--- src/rtl/mips_pkg.sv ---
// Shared definitions for the MIPS F-stage: next-PC encodings, fetch FSM
// states, default fetch addresses, and the fetch-address legality check.
package mips_pkg;

    typedef enum logic [1:0] {
        NPC_NONE = 2'b00,
        NPC_BR   = 2'b01,
        NPC_J    = 2'b10,
        NPC_JR   = 2'b11
    } npc_op_t;

    typedef enum logic {
        RUN  = 1'b0,
        PEND = 1'b1
    } fetch_state_t;

    localparam logic [31:0] RESET_PC_DEFAULT = 32'h0000_3000;
    localparam logic [31:0] PC_LO_DEFAULT    = 32'h0000_3000;
    localparam logic [31:0] PC_HI_DEFAULT    = 32'h0000_4FFC;

    // Misaligned or outside the legal instruction-memory window.
    function automatic logic pc_illegal(input logic [31:0] pc,
                                        input logic [31:0] lo,
                                        input logic [31:0] hi);
        return (pc[1:0] != 2'b00) || (pc < lo) || (pc > hi);
    endfunction

endpackage

--- src/rtl/pc_fetch_unit_if.sv ---
// Bundle between the D-stage / hazard unit (master) and the fetch unit (slave).
interface pc_fetch_unit_if;
    logic        stall;
    logic        redir_v;
    logic [1:0]  npc_op;
    logic        br_taken;
    logic [31:0] br_target;
    logic [31:0] pc4_d;
    logic [25:0] instr_idx;
    logic [31:0] rs_val;
    logic [31:0] pc_f;
    logic [31:0] pc4_f;
    logic        redir_pend;
    logic        pc_err;

    modport master (
        output stall, redir_v, npc_op, br_taken, br_target, pc4_d, instr_idx, rs_val,
        input  pc_f, pc4_f, redir_pend, pc_err
    );

    modport slave (
        input  stall, redir_v, npc_op, br_taken, br_target, pc4_d, instr_idx, rs_val,
        output pc_f, pc4_f, redir_pend, pc_err
    );
endinterface

--- src/rtl/pc_fetch_unit_npc_target_mux.sv ---
// Combinational redirect decode: decides whether the D-stage instruction
// really redirects fetch (eff) and where to (tgt). A not-taken branch is
// treated exactly like no redirect.
module npc_target_mux
    import mips_pkg::*;
(
    input  logic        redir_v,
    input  logic [1:0]  npc_op,
    input  logic        br_taken,
    input  logic [31:0] br_target,
    input  logic [3:0]  pc4_hi,
    input  logic [25:0] instr_idx,
    input  logic [31:0] rs_val,
    output logic        eff,
    output logic [31:0] tgt
);

    npc_op_t op;
    assign op = npc_op_t'(npc_op);

    // Select the redirect target and qualify the strobe by redirect kind.
    always_comb begin
        eff = 1'b0;
        tgt = '0;
        case (op)
            NPC_BR: begin
                tgt = br_target;
                eff = redir_v & br_taken;
            end
            NPC_J: begin
                tgt = {pc4_hi, instr_idx, 2'b00};
                eff = redir_v;
            end
            NPC_JR: begin
                // jr target is used as-is; misalignment is left visible.
                tgt = rs_val;
                eff = redir_v;
            end
            default: begin
                tgt = '0;
                eff = 1'b0;
            end
        endcase
    end

endmodule

--- src/rtl/pc_fetch_unit.sv ---
// F-stage program counter. Advances by 4 or takes a D-stage redirect; a
// redirect seen during a stall is parked in pend_tgt and applied on release.
// Optional macro PC_BOUNDS_CHECK_EN adds a registered pc_err flag that marks
// misaligned or out-of-window fetch addresses (PC_LO..PC_HI).
//
// state | meaning
// RUN   | normal fetch, no redirect waiting
// PEND  | a redirect was captured under stall and waits for release
module pc_fetch_unit
    import mips_pkg::*;
#(
    parameter logic [31:0] RESET_PC = RESET_PC_DEFAULT
`ifdef PC_BOUNDS_CHECK_EN
    ,
    parameter logic [31:0] PC_LO    = PC_LO_DEFAULT,
    parameter logic [31:0] PC_HI    = PC_HI_DEFAULT
`endif
)(
    input  logic            clk,
    input  logic            reset,
    pc_fetch_unit_if.slave  bus
);

    fetch_state_t state_q, state_d;
    logic [31:0]  pc_q, pc_d, pend_tgt_q;
    logic         pc_we, pend_we;
    logic         eff;
    logic [31:0]  tgt;

    npc_target_mux u_npc_target_mux (
        .redir_v   (bus.redir_v),
        .npc_op    (bus.npc_op),
        .br_taken  (bus.br_taken),
        .br_target (bus.br_target),
        .pc4_hi    (bus.pc4_d[31:28]),
        .instr_idx (bus.instr_idx),
        .rs_val    (bus.rs_val),
        .eff       (eff),
        .tgt       (tgt)
    );

    // FSM state register.
    always_ff @(posedge clk or posedge reset) begin
        if (reset) state_q <= RUN;
        else       state_q <= state_d;
    end

    // Next state: park on a stalled redirect, leave PEND as soon as the stall drops.
    always_comb begin
        state_d = state_q;
        case (state_q)
            RUN:     if (bus.stall && eff) state_d = PEND;
            PEND:    if (!bus.stall)       state_d = RUN;
            default: state_d = RUN;
        endcase
    end

    // Datapath controls: a fresh redirect always beats a parked one.
    always_comb begin
        pc_we   = ~bus.stall;
        pend_we = bus.stall & eff;
        pc_d    = pc_q + 32'd4;
        case (state_q)
            RUN:     if (eff) pc_d = tgt;
            PEND:    pc_d = eff ? tgt : pend_tgt_q;
            default: pc_d = pc_q + 32'd4;
        endcase
    end

    // PC and pending-target registers.
    always_ff @(posedge clk or posedge reset) begin
        if (reset) begin
            pc_q       <= RESET_PC;
            pend_tgt_q <= '0;
        end else begin
            if (pc_we)   pc_q       <= pc_d;
            if (pend_we) pend_tgt_q <= tgt;
        end
    end

`ifdef PC_BOUNDS_CHECK_EN
    logic pc_err_q;

    // Flag tracks the legality of whatever address was last loaded into pc_f.
    always_ff @(posedge clk or posedge reset) begin
        if (reset)      pc_err_q <= 1'b0;
        else if (pc_we) pc_err_q <= pc_illegal(pc_d, PC_LO, PC_HI);
    end

    assign bus.pc_err = pc_err_q;
`else
    assign bus.pc_err = 1'b0;
`endif

    assign bus.pc_f       = pc_q;
    assign bus.pc4_f      = pc_q + 32'd4;
    assign bus.redir_pend = (state_q == PEND);

endmodule

--- src/flat_wrapper.sv ---
// flat-port wrapper written by rule: the top's interface ports become plain ports
module pc_fetch_unit_flat import mips_pkg::*;
#(
    parameter logic [31:0] RESET_PC = RESET_PC_DEFAULT

)
  (clk, reset, bus_stall, bus_redir_v, bus_npc_op, bus_br_taken, bus_br_target, bus_pc4_d, bus_instr_idx, bus_rs_val, bus_pc_f, bus_pc4_f, bus_redir_pend, bus_pc_err);
  pc_fetch_unit_if bus_i ();
  input  logic clk;
  input  logic reset;
  input wire logic [$bits(bus_i.stall)-1:0] bus_stall;
  input wire logic [$bits(bus_i.redir_v)-1:0] bus_redir_v;
  input wire logic [$bits(bus_i.npc_op)-1:0] bus_npc_op;
  input wire logic [$bits(bus_i.br_taken)-1:0] bus_br_taken;
  input wire logic [$bits(bus_i.br_target)-1:0] bus_br_target;
  input wire logic [$bits(bus_i.pc4_d)-1:0] bus_pc4_d;
  input wire logic [$bits(bus_i.instr_idx)-1:0] bus_instr_idx;
  input wire logic [$bits(bus_i.rs_val)-1:0] bus_rs_val;
  output wire logic [$bits(bus_i.pc_f)-1:0] bus_pc_f;
  output wire logic [$bits(bus_i.pc4_f)-1:0] bus_pc4_f;
  output wire logic [$bits(bus_i.redir_pend)-1:0] bus_redir_pend;
  output wire logic [$bits(bus_i.pc_err)-1:0] bus_pc_err;
  assign bus_i.stall = bus_stall;
  assign bus_i.redir_v = bus_redir_v;
  assign bus_i.npc_op = bus_npc_op;
  assign bus_i.br_taken = bus_br_taken;
  assign bus_i.br_target = bus_br_target;
  assign bus_i.pc4_d = bus_pc4_d;
  assign bus_i.instr_idx = bus_instr_idx;
  assign bus_i.rs_val = bus_rs_val;
  assign bus_pc_f = bus_i.pc_f;
  assign bus_pc4_f = bus_i.pc4_f;
  assign bus_redir_pend = bus_i.redir_pend;
  assign bus_pc_err = bus_i.pc_err;
  pc_fetch_unit #(.RESET_PC(RESET_PC)) u_core (.clk(clk), .reset(reset), .bus(bus_i));
endmodule
--- config.mk ---
export PLATFORM = sky130hd
export DESIGN_NAME = pc_fetch_unit_flat
export DESIGN_NICKNAME = d
export VERILOG_FILES = /design/src/rtl/mips_pkg.sv /design/src/rtl/pc_fetch_unit_if.sv /design/src/rtl/pc_fetch_unit_npc_target_mux.sv /design/src/rtl/pc_fetch_unit.sv /design/src/flat_wrapper.sv
export SDC_FILE = /design/constraint.sdc
export NUM_CORES = 1
export LEC_CHECK = 0
export CORE_MARGIN = 4
export CORE_UTILIZATION = 47
export CTS_BUF_LIST = sky130_fd_sc_hd__clkbuf_8
export DETAILED_ROUTE_END_ITERATION = 10
export GPL_TIMING_DRIVEN = 0
export PLACE_DENSITY = 0.88
export SYNTH_ARGS = -nofsm -noshare
export SYNTH_HDL_FRONTEND = slang
export SYNTH_SLANG_ARGS = --single-unit
--- constraint.sdc ---
create_clock -name clk -period 3.47 [get_ports clk]
set_input_delay 0.5205 -clock clk [delete_from_list [all_inputs] [get_ports clk]]
set_output_delay 0.5205 -clock clk [all_outputs]
set_load 0.05 [all_outputs]
==> impl_metrics.yaml <==
sta:
  setup_viol: 0
  final-hold-violation-count: 0
  worst_slack_ps: 126
  drv_slew: 0
  period_share_pct: 96.4
  relSlewSlack_pct: 50.6
  clock_skew_ps: 8.43
  worst_pin_slew_ps: 741
  setup_tns_ps: 0
  period_needed_ps: 3340
  max_freq_mhz: 299
  holdWs_ps: 487
clock_network:
  clk_path_buf_depth: 2
  cts-hold-fix-buffers: 0
  cts_buffers: 9
  cts_sinks: 65
  htreeDepth: 3
  cts-root-buf: "clkbuf_8"
  insertion_delay_ps: 350
  cts_tree: "built"
  path_clk_slew_ps: 70
  post-cts-setup-buffer-count: 0
worst_setup_path:
  rr_worst_depth: 6
  rrSetupSlack_ps: 900
  required_ps: 2950
  crit_path_max_fanout: 5
  cp-start-kind: "register"
  crit_start: "u_core.bus.pc_f[2]$_DFFE_PP0N_"
  r2r-end: "u_core.bus.pc_f[28]$_DFFE_PP0N_"
  cp-end-kind: "output port"
  timing.rr.start: "u_core.bus.pc_f[13]$_DFFE_PP1N_"
  crit_end: "bus_pc4_f[20]"
  arrival_ps: 2820
  path_class: "reg -> out"
drt:
  drc: 0
  vias: 5144
  wire_per_inst_um: 20.4
  drt_iter0_drc: 588
  drt_first_pass_iters: 5
  ant_nets: 0
  wirelength_um: 17000
  viasPerCell: 6.18
logic_synthesis:
  synthesis.area_mm2: 0.00455
  async_reset_ff_share_pct: 100
  seq_area_frac_synth_pct: 35.8
  synth_seq_cells: 65
  ys_types: 59
  synth_cells: 524
  synthTopCellsByArea: "dfrtp_1 (35%), mux2_2 (7.2%), o21ai_0 (6.3%)"
  synth_top_area_share_pct: 34.7
  synth.avg_cell_area_um2: 8.68
  synth_top_flop_cell: "dfrtp_1"
  ys_warn_count: 0
  synth_top_area_cell: "dfrtp_1"
  synth_edf_count: 0
  syn_nets: 654
die:
  dieArea_mm2: 0.0113
  rows: 35
  core_mm2: 0.00933
  die_h_um: 106
  start_util_pct: 48.8
  die_x_um: 106
  io_pins: 195
job:
  drv_cap: 0
cells_and_area:
  finish.utilization_pct: 70.5
  fin_cells: 833
  num_antenna_cells: 0
  fill_cells: 719
  final_nets: 829
  fin_area_mm2: 0.00657
  drive_gt1_share_pct: 11.1
  layout_commonest_cell: "clkdlybuf4s50_1"
  most-common-layout-cells: "clkdlybuf4s50_1 (144), nand2_1 (69), dfrtp_1 (63), o21ai_0 (57), mux2_2 (29)"
  syn2layout_area_growth_pct: 44.5
run_status:
  outcome: "finished clean"
pwr:
  powerDensity_mw_per_mm2: 548
  finalPower_mw: 3.60
  vdd_ir_drop_max_uv: 462
  leakagePower_nw: 2.79
global_routing:
  gr-total-overflow: 0
  grt_usage_pct: 29.2
  grt_pass1_wl_um: 25900
  grt_pass1_vias: 5044
  grt_max_degree: 36
  antenna_found_initial: 0
worst_hold_path:
  hp-start: "u_core.pend_tgt_q[9]$_DFFE_PP0P_"
  hp-class: "reg -> reg"
placed_design:
  hpwl_um: 12900
  place_inst: 817
  gp_congestion: 0.923
  pre_cts_ws_ps: 122
  numPortBuffers: 163
  placed_area_mm2: 0.00636
## where the power goes
group	total, mW	internal (mW)	switching (mW)
combinational	1.79	0.641	1.15
clock	0.701	0.385	0.316
sequential	1.10	0.912	0.193
total	3.60	1.94	1.66
## cell type report
class | instances | area, um^2 | area share (%)
Clock inverter | 4 | 42.5 | 0.647
Clock buffer | 12 | 165 | 2.51
Inverter | 10 | 37.5 | 0.571
Buffer | 47 | 199 | 3.03
Multi-Input combinational cell | 402 | 2720 | 41.3
Timing Repair Buffer | 164 | 1620 | 24.7
Sequential cell | 65 | 1630 | 24.8
Tap cell | 129 | 161 | 2.46
## kinds of logic after synthesis
kind of cell,Yosys count,synth area share (%)
xor gates and xnor gates,28,5.39
buffers and inverters,57,5.20
adders and majority gates,1,0.275
other,1,0.0824
muxes,55,12.9
DFF,65,35.8
and+or+nand+nor,172,19.3
AOI/OAI and AO/OA,145,21.0
## registers in the layout (all words and copies together) (netlist names)
| register | flops |
|---|---|
| u_core.bus.pc_f | 32 |
| u_core.bus.redir_pend | 1 |
| u_core.pend_tgt_q | 32 |
## worst max-delay path, stage by stage, from the launching register on
cell	delay [ps]
dfrtp_1	480
ha_1	250
nand4_1	330
nor4_4	540
nand3_1	200
xnor2_1	170
clkdlybuf4s15_1	510
## worst min path at each step
| stage | end | slack (ps) | cells past startpoint |
|---|---|---|---|
| after floorplan | u_core.pend_tgt_q[13]$_DFFE_PP0P_ | 450 | 2 |
| after global placement | u_core.pend_tgt_q[17]$_DFFE_PP0P_ | 460 | 2 |
| after detailed placement | u_core.pend_tgt_q[12]$_DFFE_PP0P_ | 470 | 2 |
| after CTS | u_core.pend_tgt_q[12]$_DFFE_PP0P_ | 490 | 2 |
| after global routing | u_core.pend_tgt_q[9]$_DFFE_PP0P_ | 510 | 2 |
| final | u_core.pend_tgt_q[9]$_DFFE_PP0P_ | 490 | 2 |
## per-layer routing
layer,vias to the layer above,global-route usage [%],wire length (um)
li1,2271,-,-
met1,2486,36.7,6520
met2,332,49.4,8400
met3,55,5.10,1550
met4,0,12.3,528
met5,-,0,0
## synthesized netlist by cell type (all sizes together), types with 5 or more instances
library cell / n
a21oi: 13
a222oi: 11
a22oi: 19
a31oi: 6
and2: 9
and3: 6
buf: 18
clkbuf: 29
dfrtp: 63
inv: 10
mux2: 29
mux2i: 26
nand2: 69
nand3: 18
nand4: 14
nor2: 23
nor3: 7
nor4: 9
o21ai: 57
or4: 5
xnor2: 22
xor2: 6
## what timing repair did
action	in CTS	in global routing
resized for setup	17	23
gates cloned	0	0
endpoints found under the setup margin	15	15
Power figures use the tool's default switching activity.
